**config.mk**
```make
export PLATFORM = sky130hd
export DESIGN_NAME = bus_transfer_controller
export DESIGN_NICKNAME = d
export VERILOG_FILES = /design/src/rtl/bus_transfer_controller.sv
export SDC_FILE = /design/constraint.sdc
export NUM_CORES = 1
export LEC_CHECK = 0
export CAP_MARGIN = 5
export CORE_MARGIN = 3
export CORE_UTILIZATION = 35
export CTS_BUF_LIST = sky130_fd_sc_hd__clkbuf_2
export CTS_CLUSTER_SIZE = 8
export DETAILED_ROUTE_END_ITERATION = 8
export PLACE_DENSITY = 0.81
export SETUP_SLACK_MARGIN = 0.3
export SKIP_LAST_GASP = 1
export SLEW_MARGIN = 0
export SYNTH_ARGS = -nofsm -noshare
export SYNTH_HDL_FRONTEND = slang
export SYNTH_SLANG_ARGS = --single-unit
```
**constraint.sdc**
```tcl
create_clock -name bus_ctrl_clock -period 2.2 [get_ports bus_ctrl_clock]
set_input_delay 0.44 -clock bus_ctrl_clock [delete_from_list [all_inputs] [get_ports bus_ctrl_clock]]
set_output_delay 0.44 -clock bus_ctrl_clock [all_outputs]
set_load 0.01 [all_outputs]
```
**src/rtl/bus_transfer_controller.sv**
```systemverilog
// Register-bus transfer sequencer: reads a source register or takes an immediate,
// drives it on the bus and pulses exactly one destination write enable.
module bus_transfer_controller #(
    parameter int DATA_WIDTH = 16,
    parameter int NUM_REGS   = 8,
    parameter int SEL_WIDTH  = 4
) (
    input  logic                           bus_ctrl_clock,
    input  logic                           bus_ctrl_reset,
    input  logic                           req_valid,
    output logic                           req_ready,
    input  logic [SEL_WIDTH-1:0]           req_src,
    input  logic [SEL_WIDTH-1:0]           req_dst,
    input  logic                           req_imm_en,
    input  logic [DATA_WIDTH-1:0]          req_imm,
    input  logic [NUM_REGS*DATA_WIDTH-1:0] reg_data_in,
    output logic [DATA_WIDTH-1:0]          bus_data,
    output logic [NUM_REGS-1:0]            reg_in_en,
    output logic                           done,
    output logic                           err,
    output logic [15:0]                    xfer_count
);

    localparam logic [1:0] S_IDLE  = 2'd0;
    localparam logic [1:0] S_READ  = 2'd1;
    localparam logic [1:0] S_WRITE = 2'd2;
    localparam logic [1:0] S_DONE  = 2'd3;

    logic [1:0]            state;
    logic [SEL_WIDTH-1:0]  src_q;
    logic [SEL_WIDTH-1:0]  dst_q;
    logic                  imm_en_q;
    logic [DATA_WIDTH-1:0] imm_q;
    logic [DATA_WIDTH-1:0] bus_q;
    logic                  err_q;
    logic [15:0]           xfer_count_q;
    logic [DATA_WIDTH-1:0] src_word;
    logic [NUM_REGS-1:0]   dst_onehot;
    logic                  accept;
    logic                  req_bad;

    // Rejection is decided on the live request fields, so an out-of-range
    // source never reaches the read mux.
    function automatic logic is_invalid(input logic [SEL_WIDTH-1:0] src,
                                        input logic [SEL_WIDTH-1:0] dst,
                                        input logic                 imm_en);
        logic bad;
        bad = (int'(dst) >= NUM_REGS);
        if (!imm_en && ((int'(src) >= NUM_REGS) || (src == dst)))
            bad = 1'b1;
        return bad;
    endfunction

    assign req_ready = bus_ctrl_reset && (state == S_IDLE);
    assign accept    = req_valid && req_ready;
    assign req_bad   = is_invalid(req_src, req_dst, req_imm_en);

    always_comb begin
        src_word   = '0;
        dst_onehot = '0;
        for (int i = 0; i < NUM_REGS; i++) begin
            if (src_q == SEL_WIDTH'(i))
                src_word = reg_data_in[i*DATA_WIDTH +: DATA_WIDTH];
            dst_onehot[i] = (dst_q == SEL_WIDTH'(i));
        end
    end

    // Request fields are pure data: captured only at the accept edge, never reset.
    always_ff @(posedge bus_ctrl_clock) begin
        if (accept) begin
            src_q    <= req_src;
            dst_q    <= req_dst;
            imm_en_q <= req_imm_en;
            imm_q    <= req_imm;
        end
    end

    always_ff @(posedge bus_ctrl_clock or negedge bus_ctrl_reset) begin
        if (!bus_ctrl_reset) begin
            state        <= S_IDLE;
            bus_q        <= '0;
            err_q        <= 1'b0;
            xfer_count_q <= '0;
        end else begin
            err_q <= accept && req_bad;
            case (state)
                S_IDLE: begin
                    if (accept && !req_bad)
                        state <= S_READ;
                end
                S_READ: begin
                    bus_q <= imm_en_q ? imm_q : src_word;
                    state <= S_WRITE;
                end
                S_WRITE: begin
                    // Count lands together with the done pulse.
                    xfer_count_q <= xfer_count_q + 16'd1;
                    state        <= S_DONE;
                end
                default: state <= S_IDLE;
            endcase
        end
    end

    // Enables decode straight from state, so an async reset drops them at once.
    assign reg_in_en  = (state == S_WRITE) ? dst_onehot : '0;
    assign done       = (state == S_DONE);
    assign err        = err_q;
    assign bus_data   = bus_q;
    assign xfer_count = xfer_count_q;

endmodule

```
==> summary.txt <==
Drt
  • Initial DRC count: 211
  • Mean routed wirelength per cell: between 15 and 20 um
  • DRT antenna net count: 0
  • DR vias: roughly 3,900
  • Post-DR vias/cell: between 5 and 6
  • Drt pass-1 iters: 5
  • DRC Markers: 0
  • Final wirelength: around 14,000 um

Run status
  • Outcome: complete, but fails checks
  • Failing checks: negative setup slack

Worst setup path
  • Reg2Reg Setup Slack: 0.30 ns
  • Setup crit start kind: register
  • Arr. time, crit path: roughly 1.8 ns
  • Slowest-stage cell, CP: dfrtp_1
  • Reg-to-Reg Start: state[1]$_DFFE_PN0P_
  • Worst path max stage delay: ~0.44 ns
  • Crit-path max FO: 4
  • CP Capture Type: primary output
  • Worst path required time: ~1.8 ns
  • Setup crit start: state[0]$_DFFE_PN0P_
  • R2R depth: 9
  • CP Class: reg -> out
  • Sequence of cells on the critical path: inv_2, ha_4, or3b_4, nor3_2, buf_2
  • R2R Path End: state[1]$_DFFE_PN0P_

Flow run
  • Max-cap violations: 0

Placed design
  • Post-DP HPWL: 10,300 um
  • IO Port Bufs: 198
  • Worst slack, placed: -0.0379 ns
  • GP Congestion: ~0.86

Finish
  • Nets@finish: approximately 760
  • Core Util, Final: 0.607
  • P&R area growth vs syn: 68.3%
  • Antenna cells: 0
  • Fillers: slightly below 900
  • Layout cells sized above 1: 0.185

Timing
  • Setup WS post-layout: -0.0533 ns
  • Max Freq: between 400 and 500 MHz
  • Final hold vios: 0
  • Setup violations, final: 4
  • Minimum clock period: around 2.3 ns
  • RSZ-0062 raised after global routing: yes
  • Slew @ Worst Pin: 0.495 ns
  • Slew headroom: 0.670
  • Fin Hold WS: approximately 0.11 ns
  • Tcrit/Tclk final: 1.02
  • Slew Viols, Final: 0
  • Clock Skew: 0.0417 ns

Synth
  • Ys async rst share: 0.583
  • Syn Area/Cell: 10.2 um2
  • Area leader, netlist: dfrtp_1
  • FF+latch count, synth: 60
  • Most frequent cell after synthesis: nor2_1
  • Register area share after synthesis: 0.437
  • Synthesized area: 3720 um2
  • Dominant cells by area after synthesis: dfrtp_1 (24%), edfxtp_1 (20%), mux2i_1 (6.2%)
  • Post-Syn Nets: between 500 and 600
  • Ys Warns: 0
  • Post-synth top area share: 0.235
  • Syn Inst Count: between 300 and 400
  • Synth cell count leaders: nor2_1 (38), dfrtp_1 (35), nand2_1 (35)
  • Yosys cell types: 45
  • Main synth FF type: dfrtp_1
  • Number of synthesized flops with an enable pin: 25

Floorplanning
  • Initial Utilization: 0.361
  • Die W: ~110 um
  • Full die area: roughly 12,000 um2
  • Height of the die: about 110 um
  • Core Area: slightly above 10,000 um2
  • Number of top-level pins: a little under 200
  • Floorplan row count: 37

Pwr
  • Leakage power: approximately 0.0026 uW
  • PD cells: approximately 740 nW/um2
  • VDD IR-drop max: around 540 uV

Hold path
  • Min-Delay Path Class: in -> async

Global route
  • Global route overflow: 0
  • Initial antenna violation count: 0
  • Number of global-route vias before repair: 3,814
  • Total global-route track usage: 0.217
  • Largest net degree at the start of global routing: 36
  • First-pass GRT wire length: 19,900 um

Clock network
  • Total CTS buffers: 9
  • Clock root cell: clkbuf_2
  • CTS tree: built
  • Skew-Pair Late Insertion Delay: ~0.47 ns
  • CTS Buffer Depth: 2
  • H-tree depth: 3
  • CTS clk-pin slew, worst paths: approximately 0.2 ns
  • Clock Sinks: 60
-- placed cells by master (no fill, tap or decap), types with 5 or more instances in the layout --
cell	count
dlygate4sd2_1	18
xnor2_1	15
a21oi_1	11
nand2_1	35
edfxtp_1	25
dfrtp_1	34
a31o_2	7
o21ai_0	26
nand3b_1	15
buf_4	43
nand2b_1	5
o21a_1	5
o221ai_1	12
nand3_1	6
o21ai_1	7
mux4_2	6
clkdlybuf4s50_1	155
dlymetal6s2s_1	14
clkbuf_2	11
mux2_2	5
buf_2	9
nor3b_1	9
nor2_1	36
nand4_1	7
mux2i_1	23
buf_6	8
-- worst max-delay path, delay by kind of cell, from the launching register on --
family | cells | cell delay, ns
and+or+nand+nor | 2 | 0.53
DFF | 1 | 0.44
buffers and inverters | 2 | 0.24
adders and majority gates | 1 | 0.13
-- worst max path at each step --
| stage | end | slack (ns) | depth (start not counted) |
|---|---|---|---|
| global placement | reg_in_en[0] | 0.009 | 5 |
| CTS | reg_in_en[0] | -0.10 | 5 |
| finish | reg_in_en[0] | -0.05 | 5 |
| floorplan | reg_in_en[3] | 0.32 | 5 |
| detailed placement | reg_in_en[1] | -0.04 | 5 |
| global route | reg_in_en[0] | -0.19 | 5 |
-- sequential cells by signal, summed over array words and instances, names as in the netlist --
register and cells:
imm_q 16, imm_en_q 1, bus_data 16, src_q 4, state 2, err 1
dst_q 4, xfer_count 16
-- cells by family (layout without fill, tap and decap cells) --
| group | Yosys count | in the layout | synth area share |
|---|---|---|---|
| mux | 35 | 35 | 0.120 |
| compound gates | 81 | 81 | 0.142 |
| xor+xnor | 18 | 18 | 0.0424 |
| flops | 60 | 60 | 0.437 |
| fa+ha+maj | 6 | 6 | 0.0202 |
| simple gates | 137 | 137 | 0.190 |
| buf+inv | 29 | 268 | 0.0487 |
-- metal layers --
layer,track usage,part of all wire,wire length (um),vias up
li1,-,-,-,1812
met1,0.251,0.38,5370,1870
met2,0.383,0.50,6980,186
met3,0.0681,0.099,1380,19
met4,0.0640,0.016,218,0
met5,0,0,0,-
-- power breakdown --
part	switching, uW	internal, uW	leakage (uW)
Combinational	1090	1350	0.00192
Sequential	160	1460	0.000660
Clock	422	162	0.0000585
-- final cells by class --
type	instances	area, um2	share of cell area
Multi-Input combinational cell	277	2010	0.321
Sequential cell	60	1630	0.260
Tap cell	136	170	0.0272
Clock buffer	11	55.1	0.00879
Inverter	5	21.3	0.00339
Timing Repair Buffer	247	2340	0.374
Clock inverter	5	37.5	0.00599
-- per-stage QoR --
stage	std cells	TNS, ns	total power (uW)	instance area [um2]
2_1_floorplan	366	0	2660	3730
3_3_place_gp	694	0	3660	5850
3_5_place_dp	694	-0.0598	3740	5850
4_1_cts	727	-0.319	4450	6050
5_1_grt	741	-1.25	4930	6270
6_report	741	-0.127	4640	6270
-- timing repair --
action                                  in CTS  in global routing
gates resized for setup                     71                 36
gates cloned                                 0                  1
buffers inserted                            17                 13
hold buffers                                 0                  0
endpoints found under the setup margin      29                 47
pin swaps                                    5                  8
(Power assumes the default switching activity.)
